**config.mk**
```make
export PLATFORM = sky130hd
export DESIGN_NAME = wb_port_arbiter
export DESIGN_NICKNAME = d
export VERILOG_FILES = /design/src/rtl/mips_defs.sv /design/src/rtl/wb_port_arbiter_fifo.sv /design/src/rtl/wb_port_arbiter.sv
export SDC_FILE = /design/constraint.sdc
export NUM_CORES = 1
export LEC_CHECK = 0
export ABC_AREA = 1
export BUFFER_PORTS_ARGS = -buffer_cell sky130_fd_sc_hd__buf_2
export CORE_MARGIN = 5
export CORE_UTILIZATION = 55
export DETAILED_ROUTE_END_ITERATION = 12
export PLACE_DENSITY_LB_ADDON = 0.12
export REMOVE_ABC_BUFFERS = 1
export SYNTH_ARGS = -nofsm -noshare
export SYNTH_HDL_FRONTEND = slang
export SYNTH_SLANG_ARGS = --single-unit
```
**constraint.sdc**
```tcl
create_clock -name clk -period 4.5 [get_ports clk]
set_input_delay 0.225 -clock clk [delete_from_list [all_inputs] [get_ports clk]]
set_output_delay 0.225 -clock clk [all_outputs]
set_load 0.05 [all_outputs]
```
**src/rtl/mips_defs.sv**
```systemverilog
// Shared writeback definitions: register-address width, the r0 constant and the
// writeback entry layout used for MDU results.
package mips_defs;
  localparam int unsigned REG_ADDR_W = 5;
  localparam logic [REG_ADDR_W-1:0] ZERO_REG = 5'd0;
  localparam int unsigned DATA_W = 32;

  typedef struct packed {
    logic                  valid;
    logic [REG_ADDR_W-1:0] wreg;
    logic [DATA_W-1:0]     data;
  } wb_entry_t;
endpackage

```
**src/rtl/wb_port_arbiter_fifo.sv**
```systemverilog
// MDU result queue: circular buffer with per-entry valid bits, kill-by-register
// and two combinational "valid entry targets register q" match outputs.
module wb_fifo
  import mips_defs::*;
#(
  parameter int unsigned WIDTH = 32,
  parameter int unsigned DEPTH = 2
) (
  input  logic                  clk,
  input  logic                  rst,
  input  logic                  i_enq,
  input  logic [REG_ADDR_W-1:0] i_enq_reg,
  input  logic [WIDTH-1:0]      i_enq_data,
  input  logic                  i_deq,
  input  logic                  i_kill,
  input  logic [REG_ADDR_W-1:0] i_kill_reg,
  input  logic [REG_ADDR_W-1:0] i_qa,
  input  logic [REG_ADDR_W-1:0] i_qb,
  output logic                  o_head_valid,
  output logic [REG_ADDR_W-1:0] o_head_reg,
  output logic [WIDTH-1:0]      o_head_data,
  output logic                  o_empty,
  output logic                  o_full,
  output logic                  o_match_a,
  output logic                  o_match_b
);
  localparam int unsigned AW = $clog2(DEPTH);
  localparam int unsigned CW = AW + 1;

  logic [DEPTH-1:0]      r_valid;
  logic [REG_ADDR_W-1:0] r_reg  [DEPTH];
  logic [WIDTH-1:0]      r_data [DEPTH];
  logic [AW-1:0]         r_head;
  logic [AW-1:0]         r_tail;
  logic [CW-1:0]         r_count;

  always_ff @(posedge clk or posedge rst) begin
    if (rst) begin
      r_valid <= '0;
      r_head  <= '0;
      r_tail  <= '0;
      r_count <= '0;
      for (int unsigned i = 0; i < DEPTH; i++) begin
        r_reg[i]  <= '0;
        r_data[i] <= '0;
      end
    end else begin
      for (int unsigned i = 0; i < DEPTH; i++) begin
        if (i_kill && (r_reg[AW'(i)] == i_kill_reg)) r_valid[AW'(i)] <= 1'b0;
      end
      // Slots leaving the queue lose their valid bit so matches see only live entries.
      if (i_deq) begin
        r_valid[r_head] <= 1'b0;
        r_head          <= r_head + 1'b1;
      end
      if (i_enq) begin
        r_valid[r_tail] <= 1'b1;
        r_reg[r_tail]   <= i_enq_reg;
        r_data[r_tail]  <= i_enq_data;
        r_tail          <= r_tail + 1'b1;
      end
      case ({i_enq, i_deq})
        2'b10:   r_count <= r_count + 1'b1;
        2'b01:   r_count <= r_count - 1'b1;
        default: r_count <= r_count;
      endcase
    end
  end

  always_comb begin
    o_match_a = 1'b0;
    o_match_b = 1'b0;
    for (int unsigned i = 0; i < DEPTH; i++) begin
      if (r_valid[AW'(i)] && (r_reg[AW'(i)] == i_qa)) o_match_a = 1'b1;
      if (r_valid[AW'(i)] && (r_reg[AW'(i)] == i_qb)) o_match_b = 1'b1;
    end
  end

  assign o_head_valid = r_valid[r_head];
  assign o_head_reg   = r_reg[r_head];
  assign o_head_data  = r_data[r_head];
  assign o_empty      = (r_count == '0);
  assign o_full       = (r_count == CW'(DEPTH));
endmodule

```
**src/rtl/wb_port_arbiter.sv**
```systemverilog
// Writeback stage owning the register-file write port: pipeline results win,
// MDU results queue and drain on idle cycles, r0 writes are filtered out.
module wb_port_arbiter
  import mips_defs::*;
#(
  parameter int unsigned WIDTH      = 32,
  parameter int unsigned FIFO_DEPTH = 2
) (
  input  logic                  clk,
  input  logic                  rst,
  input  logic                  pipe_valid,
  input  logic [REG_ADDR_W-1:0] pipe_wreg,
  input  logic [WIDTH-1:0]      pipe_wdata,
  input  logic                  mdu_valid,
  input  logic [REG_ADDR_W-1:0] mdu_wreg,
  input  logic [WIDTH-1:0]      mdu_wdata,
  output logic                  mdu_ready,
  input  logic [REG_ADDR_W-1:0] q_a,
  input  logic [REG_ADDR_W-1:0] q_b,
  output logic                  pend_a,
  output logic                  pend_b,
  output logic                  rf_we,
  output logic [REG_ADDR_W-1:0] rf_waddr,
  output logic [WIDTH-1:0]      rf_wdata
);
  logic                  w_pipe_eff;
  logic                  w_mdu_xfer;
  logic                  w_enq;
  logic                  w_deq;
  logic                  w_head_valid;
  logic [REG_ADDR_W-1:0] w_head_reg;
  logic [WIDTH-1:0]      w_head_data;
  logic                  w_empty;
  logic                  w_full;
  logic                  w_match_a;
  logic                  w_match_b;

  assign w_pipe_eff = pipe_valid && (pipe_wreg != ZERO_REG);
  assign w_mdu_xfer = mdu_valid && mdu_ready;
  // A same-cycle pipe write to the same register supersedes the older MDU result.
  assign w_enq = w_mdu_xfer && (mdu_wreg != ZERO_REG) &&
                 !(w_pipe_eff && (mdu_wreg == pipe_wreg));
  assign w_deq = !w_pipe_eff && !w_empty;

  wb_fifo #(
    .WIDTH(WIDTH),
    .DEPTH(FIFO_DEPTH)
  ) u_fifo (
    .clk         (clk),
    .rst         (rst),
    .i_enq       (w_enq),
    .i_enq_reg   (mdu_wreg),
    .i_enq_data  (mdu_wdata),
    .i_deq       (w_deq),
    .i_kill      (w_pipe_eff),
    .i_kill_reg  (pipe_wreg),
    .i_qa        (q_a),
    .i_qb        (q_b),
    .o_head_valid(w_head_valid),
    .o_head_reg  (w_head_reg),
    .o_head_data (w_head_data),
    .o_empty     (w_empty),
    .o_full      (w_full),
    .o_match_a   (w_match_a),
    .o_match_b   (w_match_b)
  );

  assign mdu_ready = !w_full;
  assign pend_a    = (q_a != ZERO_REG) && w_match_a;
  assign pend_b    = (q_b != ZERO_REG) && w_match_b;

  always_ff @(posedge clk or posedge rst) begin
    if (rst) begin
      rf_we    <= 1'b0;
      rf_waddr <= '0;
      rf_wdata <= '0;
    end else if (w_pipe_eff) begin
      rf_we    <= 1'b1;
      rf_waddr <= pipe_wreg;
      rf_wdata <= pipe_wdata;
    end else if (w_deq && w_head_valid) begin
      rf_we    <= 1'b1;
      rf_waddr <= w_head_reg;
      rf_wdata <= w_head_data;
    end else begin
      rf_we <= 1'b0;
    end
  end
endmodule
```
* Word level (Yosys, flattened, before mapping)
Cells that the tools add are included.
** Word-level totals
- Logic and storage cells :: 99
- Output and inout bits :: 41
- Register bits after elaboration :: 118
- Bits of input ports :: 88
** Operators by class
- Bitwise operators :: 5
- Equality and inequality tests :: 10
- Order comparisons :: 7
- Reductions and logical operators :: 29
- Add/subtract/negate cells :: 4
- Multiplexer cells :: 33
** Operators by type and width (count)
- two-way mux 32 bit :: 6
- bitwise mux 64 bit :: 1
- equality test 5 bit :: 7
- demux 32 bit (select 1 bit) :: 1
- two-way mux 5 bit :: 6
- nonzero test 5 bit :: 4
- logical AND 1 bit :: 18
- two-way mux 1 bit :: 12
- bitwise mux 10 bit :: 1
- demux 5 bit (select 1 bit) :: 1
- equality test 2 bit, second input constant :: 2
- >= comparator 2 bit, second input constant :: 2
- logical NOT 1 bit :: 4
- less-than comparator 1 x 2 -> 1 bit, second input constant :: 2
- two-way mux 2 bit :: 2
- inverter 1 -> 2 bit :: 2
- one-hot mux 2 bit (2 select lines) :: 1
- nonzero test 2 bit :: 2
- adder 1 bit, second input constant :: 2
- adder 2 x 1 -> 2 bit, second input constant :: 1
- bitwise AND 2 bit :: 1
- demux 1 bit (select 1 bit) :: 2
- equality test 2 x 1 -> 1 bit, second input constant :: 1
- >= comparator 1 bit, second input constant :: 2
- other kinds (5) :: 5

* Longest topological paths before layout
- Depth in word-level cells :: 9
- Mapped depth :: 12
- Gate-level depth less buffers :: 11

* By module
Synthesis repeated with hierarchy kept, for this count alone.
** Second synthesis, totals
- Cell total of the unflattened synthesis :: 799
- Area, all modules :: 6017.0 um2
** By module, submodules not included
- wb_fifo :: area an instance 3992.6 um2, instances 1, cells an instance 542
- wb_port_arbiter :: area an instance 2024.4 um2, instances 1, cells an instance 257

* Worst setup path before layout
Ideal clock, no wire load.
- Path type :: register -> register
- Start point :: register u_fifo.r_count[0]
- End point :: register u_fifo.r_count[1]
- Period minus slack after synthesis :: 2093 ps
- Data required time :: 4369 ps
- Setup slack :: 2407 ps
- Data arrival time :: 1962 ps
- Stages on the path, launching flop included :: 11
- Cells stage by stage :: dfrtp_1 > inv_1 > nand2_1 > nand3_1 > inv_1 > buf_2 > nand2_1 > ha_1 > a21oi_1 > o21ai_0 > xor2_1
** Between the ends
- Word-level cells in the longest chain between the ends :: 7
** Ends and longest elaborated chain
- from (decl) :: RTL line wb_port_arbiter_fifo.sv:35 : logic [CW-1:0] r_count;
- from (signal assigned) :: RTL line wb_port_arbiter_fifo.sv:63 : 2'b10: r_count <= r_count + 1'b1;
- from (signal assigned) :: RTL line wb_port_arbiter_fifo.sv:64 : 2'b01: r_count <= r_count - 1'b1;
- from (signal assigned) :: RTL line wb_port_arbiter_fifo.sv:65 : default: r_count <= r_count;
- equality test 2 bit * :: RTL line wb_port_arbiter_fifo.sv:83 : assign o_full = (r_count == CW'(DEPTH));
- logical NOT 1 bit * :: RTL line wb_port_arbiter.sv:68 : assign mdu_ready = !w_full;
- via mdu_ready :: RTL line wb_port_arbiter.sv:17 : output logic mdu_ready,
- logical AND 1 bit * :: RTL line wb_port_arbiter.sv:39 : assign w_mdu_xfer = mdu_valid && mdu_ready;
- logical AND 1 bit * (2 in a row) :: RTL line wb_port_arbiter.sv:41 : assign w_enq = w_mdu_xfer && (mdu_wreg != ZERO_REG) &&
- equality test 2 x 1 -> 1 bit / equality test 2 bit (equally long branches) :: RTL line wb_port_arbiter_fifo.sv:62 : case ({i_enq, i_deq})
- one-hot mux 2 bit (2 select lines) / nonzero test 2 bit (equally long branches)
Mark *: on every way through the listed nets, which the timed path passes. The rest lies on a longest branch.
A chain may end at the register's enable or synchronous reset.

* Final worst setup path
- Start point :: register u_fifo.r_head
- End point :: register rf_waddr[2]
** Between the ends
- Word-level cells in the longest chain between the ends :: 6
** Ends and longest elaborated chain
- from (decl) :: RTL line wb_port_arbiter_fifo.sv:33 : logic [AW-1:0] r_head;
- from (signal assigned) :: RTL line wb_port_arbiter_fifo.sv:54 : r_head <= r_head + 1'b1;
- inverter 1 -> 2 bit (implied by the code) :: RTL line wb_port_arbiter_fifo.sv:80 : assign o_head_reg = r_reg[r_head];
- two-way mux 5 bit (implied by the code) (3 in a row) :: RTL line wb_port_arbiter_fifo.sv:80
- two-way mux 5 bit :: RTL line wb_port_arbiter.sv:81 : end else if (w_deq && w_head_valid) begin
- two-way mux 5 bit :: RTL line wb_port_arbiter.sv:77 : end else if (w_pipe_eff) begin
- to (signal assigned) :: RTL line wb_port_arbiter.sv:79 : rf_waddr <= pipe_wreg;
- to (signal assigned) :: RTL line wb_port_arbiter.sv:83 : rf_waddr <= w_head_reg;
- to (decl) :: RTL line wb_port_arbiter.sv:23 : output logic [REG_ADDR_W-1:0] rf_waddr,
Parallel ways exist; a longest one is shown, timed or not. The select of a mux whose other input is x is not followed.

==> summary.txt <==
STA
  • Final Critical Period: between 3000 and 4000 ps
  • Endpoints failing setup: 0
  • Unrepaired setup endpoints after global routing: false
  • Fmax: approximately 330 MHz
  • Worst Tran Pin Value: roughly 1000 ps
  • Final Slew Violations: 0
  • Clock skew after layout: between 4 and 5 ps
  • Setup TNS: 0 ps
  • Slew Limit Headroom: approximately 33%
  • Hold Violations, Final: 0
  • Final Worst Setup Slack: about 1500 ps
  • Final Cycle Share: around 67%

Worst setup path
  • Data required, critical path: between 4000 and 5000 ps
  • Crit Path Category: reg2reg
  • Worst r2r src: u_fifo.r_head$_DFFE_PP0P_
  • Setup crit end kind: flip-flop
  • R2R setup slack: between 1000 and 1500 ps
  • Critical Path Sink: rf_waddr[2]$_DFFE_PP0P_
  • CP Cell Sequence: inv_1, nand2_1, o21ai_0, nand2_2, inv_2, o2111ai_1, nand3_1
  • Critical Path Start Type: flip-flop
  • RR Endpoint: rf_waddr[2]$_DFFE_PP0P_
  • Max incr delay on CP: 820 ps
  • Critical Path AT: roughly 3500 ps
  • Cells on worst reg2reg path: 7
  • Crit-path max FO: 39
  • Max stage delay cell, worst path: inv_2
  • CP Launch Point: u_fifo.r_head$_DFFE_PP0P_

Detailed routing
  • Detailed-route via count: about 6000
  • Routed wire length: roughly 18000 um
  • Iter 0 DRT Violations: 606
  • Vias/cell: slightly below 6
  • Drt wl/cell: 17.7 um
  • Number of routed nets with antenna violations: 0
  • DR pass1 iterations: 6
  • # DRC: 0

Clock network
  • Worst skew pair latency: about 530 ps
  • Clock Sinks: 118
  • Reg clk slew, reported paths: around 60 ps
  • Post-CTS Setup Inserts: 0
  • CTS max path bufs: 2
  • CTS tree: yes
  • Cts repair resizes: 0
  • H-tree depth: 4
  • CTS Buf Count: 17
  • Clk Tree Root Cell: clkbuf_8

Cells and area
  • Multi-input logic area: 2680 um^2
  • Max reg flops: 64
  • Diodes inserted: 0
  • Fin nets: ~970
  • Area growth from synthesis to layout: 29.6%
  • Filler cell count: slightly above 800
  • Sequential Area: between 2000 and 3000 um^2
  • Layout cell share with drive strength beyond 1: between 20% and 30%

Power and ir drop
  • Worst vdd ir: around 480 uV
  • P per Cell Area: 742 nW/um^2
  • Total power: slightly below 6000 uW
  • Leakage: just under 0.004 uW

Status
  • Status: completed

Synthesis
  • Syn. warnings: 0
  • Syn avg cell area: approximately 8.4 um^2
  • Share of the synthesized area in the top cell type: 48.8%
  • Post-Syn Instances: roughly 720
  • Synthesized flop and latch total: 118
  • Sequential fraction of the synthesis area: about half
  • Yosys top cell by area: dfrtp_1
  • Distinct cells, synth: 26
  • Mapped Area: 6050 um^2
  • Synth area leaders: dfrtp_1, nand2_1, nand4_1

GRT
  • GR Overflow Total: 0
  • Initial antenna violation count: 0
  • GRT Total Usage: between 20% and 30%
  • First-pass GRT wire length: ~30000 um
  • Pin count of the biggest net entering global routing: between 80 and 90
  • Vias in the first global route: between 6000 and 7000

Floorplan
  • Cell row count: 38
  • Core ar.: roughly 11000 um^2
  • Die Width: ~110 um
  • I/O pins: between 100 and 150
  • Die Area: roughly 13000 um^2
  • Starting Density: roughly 56%
  • Die boundary height: between 100 and 150 um

Place
  • Dpl hpwl: ~10000 um
  • Port Buffers: roughly 130
  • GP Congestion: 0.869
  • Dpl ws: approximately 1500 ps

Run
  • Max-cap violations: 0

Worst hold path
  • Hold Path Class: in2reg
## how the worst min path moves through the flow
| stage | from | to | slack (ps) | cells after the start |
|---|---|---|---|---|
| 2_1_floorplan | pipe_wdata[0] | rf_wdata[0]$_DFFE_PP0P_ | 360 | 2 |
| 3_3_place_gp | pipe_wdata[13] | rf_wdata[13]$_DFFE_PP0P_ | 440 | 3 |
| 3_5_place_dp | pipe_wdata[20] | rf_wdata[20]$_DFFE_PP0P_ | 450 | 3 |
| 4_1_cts | mdu_wdata[15] | u_fifo.r_data[15]$_DFFE_PP0P_ | 3 | 3 |
| 5_1_grt | mdu_wdata[15] | u_fifo.r_data[15]$_DFFE_PP0P_ | 7 | 3 |
| 6_report | mdu_wdata[15] | u_fifo.r_data[15]$_DFFE_PP0P_ | 3 | 3 |
## worst max-delay path: cells and delay by family, from the launching register on
kind                   cells  cell delay [ps]
DFF                        1              370
buffers and inverters      2             1340
and+or+nand+nor            3              820
AOI/OAI and AO/OA          2              400
## cell type report
type | instances | area share (%)
multi-input cells | 514 | 34.2
clock buffers | 22 | 5.91
inverters | 26 | 1.31
repair buffers | 199 | 17.1
clock inverters | 9 | 1.60
well taps | 140 | 2.24
flip-flops and latches | 118 | 37.7
## timing repair
action	4_1_cts	5_1_grt
endpoints found under the hold margin	173	0
endpoints found under the setup margin	0	0
hold buffers	65	0
## through the flow
| stage | cells | utilization [%] | hold WS (ps) | area, um^2 |
|---|---|---|---|---|
| finish | 1028 | 72.6 | 2.95 | 7840 |
| global route | 1028 | 72.6 | 7.12 | 7840 |
| CTS | 1028 | 72.6 | 2.53 | 7840 |
| detailed placement | 932 | 61.1 | 448 | 6600 |
| global placement | 932 | 61.1 | 444 | 6600 |
| floorplan | 658 | - | 358 | 5730 |
## report_power, final
part / leakage (uW) / internal (uW) / switching [uW] / total, uW
Clock: 0.000287 / 880 / 468 / 1350
Sequential: 0.00145 / 1570 / 389 / 1960
Combinational: 0.00222 / 734 / 1780 / 2510
## per-layer routing
layer / wire length, um / track usage (%) / share of wire [%] / vias to the layer above
li1: - / - / - / 2801
met1: 7490 / 36.6 / 41 / 2864
met2: 8960 / 46.8 / 49 / 278
met3: 1350 / 5.63 / 7.4 / 44
met4: 399 / 11.3 / 2.2 / 0
met5: 0 / 0 / 0 / -
## Yosys cell counts (all sizes together)
cell     instances
a21oi            9
buf             34
clkbuf          30
dfrtp          118
ha               1
inv             26
nand2          222
nand3           83
nand4           77
nor2            11
nor3             6
o2111ai         37
o211ai           2
o21ai           10
o22ai            3
or2             32
xnor2            5
xor2            16
## cell families (layout without fill, tap and decap cells)
| group | after synthesis | in the layout | synth area share [%] |
|---|---|---|---|
| simple gates | 431 | 431 | 33.5 |
| flops | 118 | 118 | 48.8 |
| xor+xnor | 21 | 21 | 3.04 |
| fa+ha+maj | 1 | 1 | 0.207 |
| compound gates | 61 | 61 | 7.49 |
| buf+inv | 90 | 256 | 6.91 |
## cells in the final DEF, fill, tap and decap left out, types with 9 or more instances in the layout
cell type      synthesis  routed
a21oi_1                9       9
dfrtp_1              118     117
clkbuf_16              0      16
nor2_1                11      11
xor2_1                16      16
nand4_1               77      77
nand2_1              221     220
inv_1                 24      22
buf_2                 17     128
o21ai_0               10      10
o2111ai_1             37      37
nand3_1               80      80
dlygate4sd3_1          0      65
or2_2                 32      32
Power figures use the tool's default switching activity.
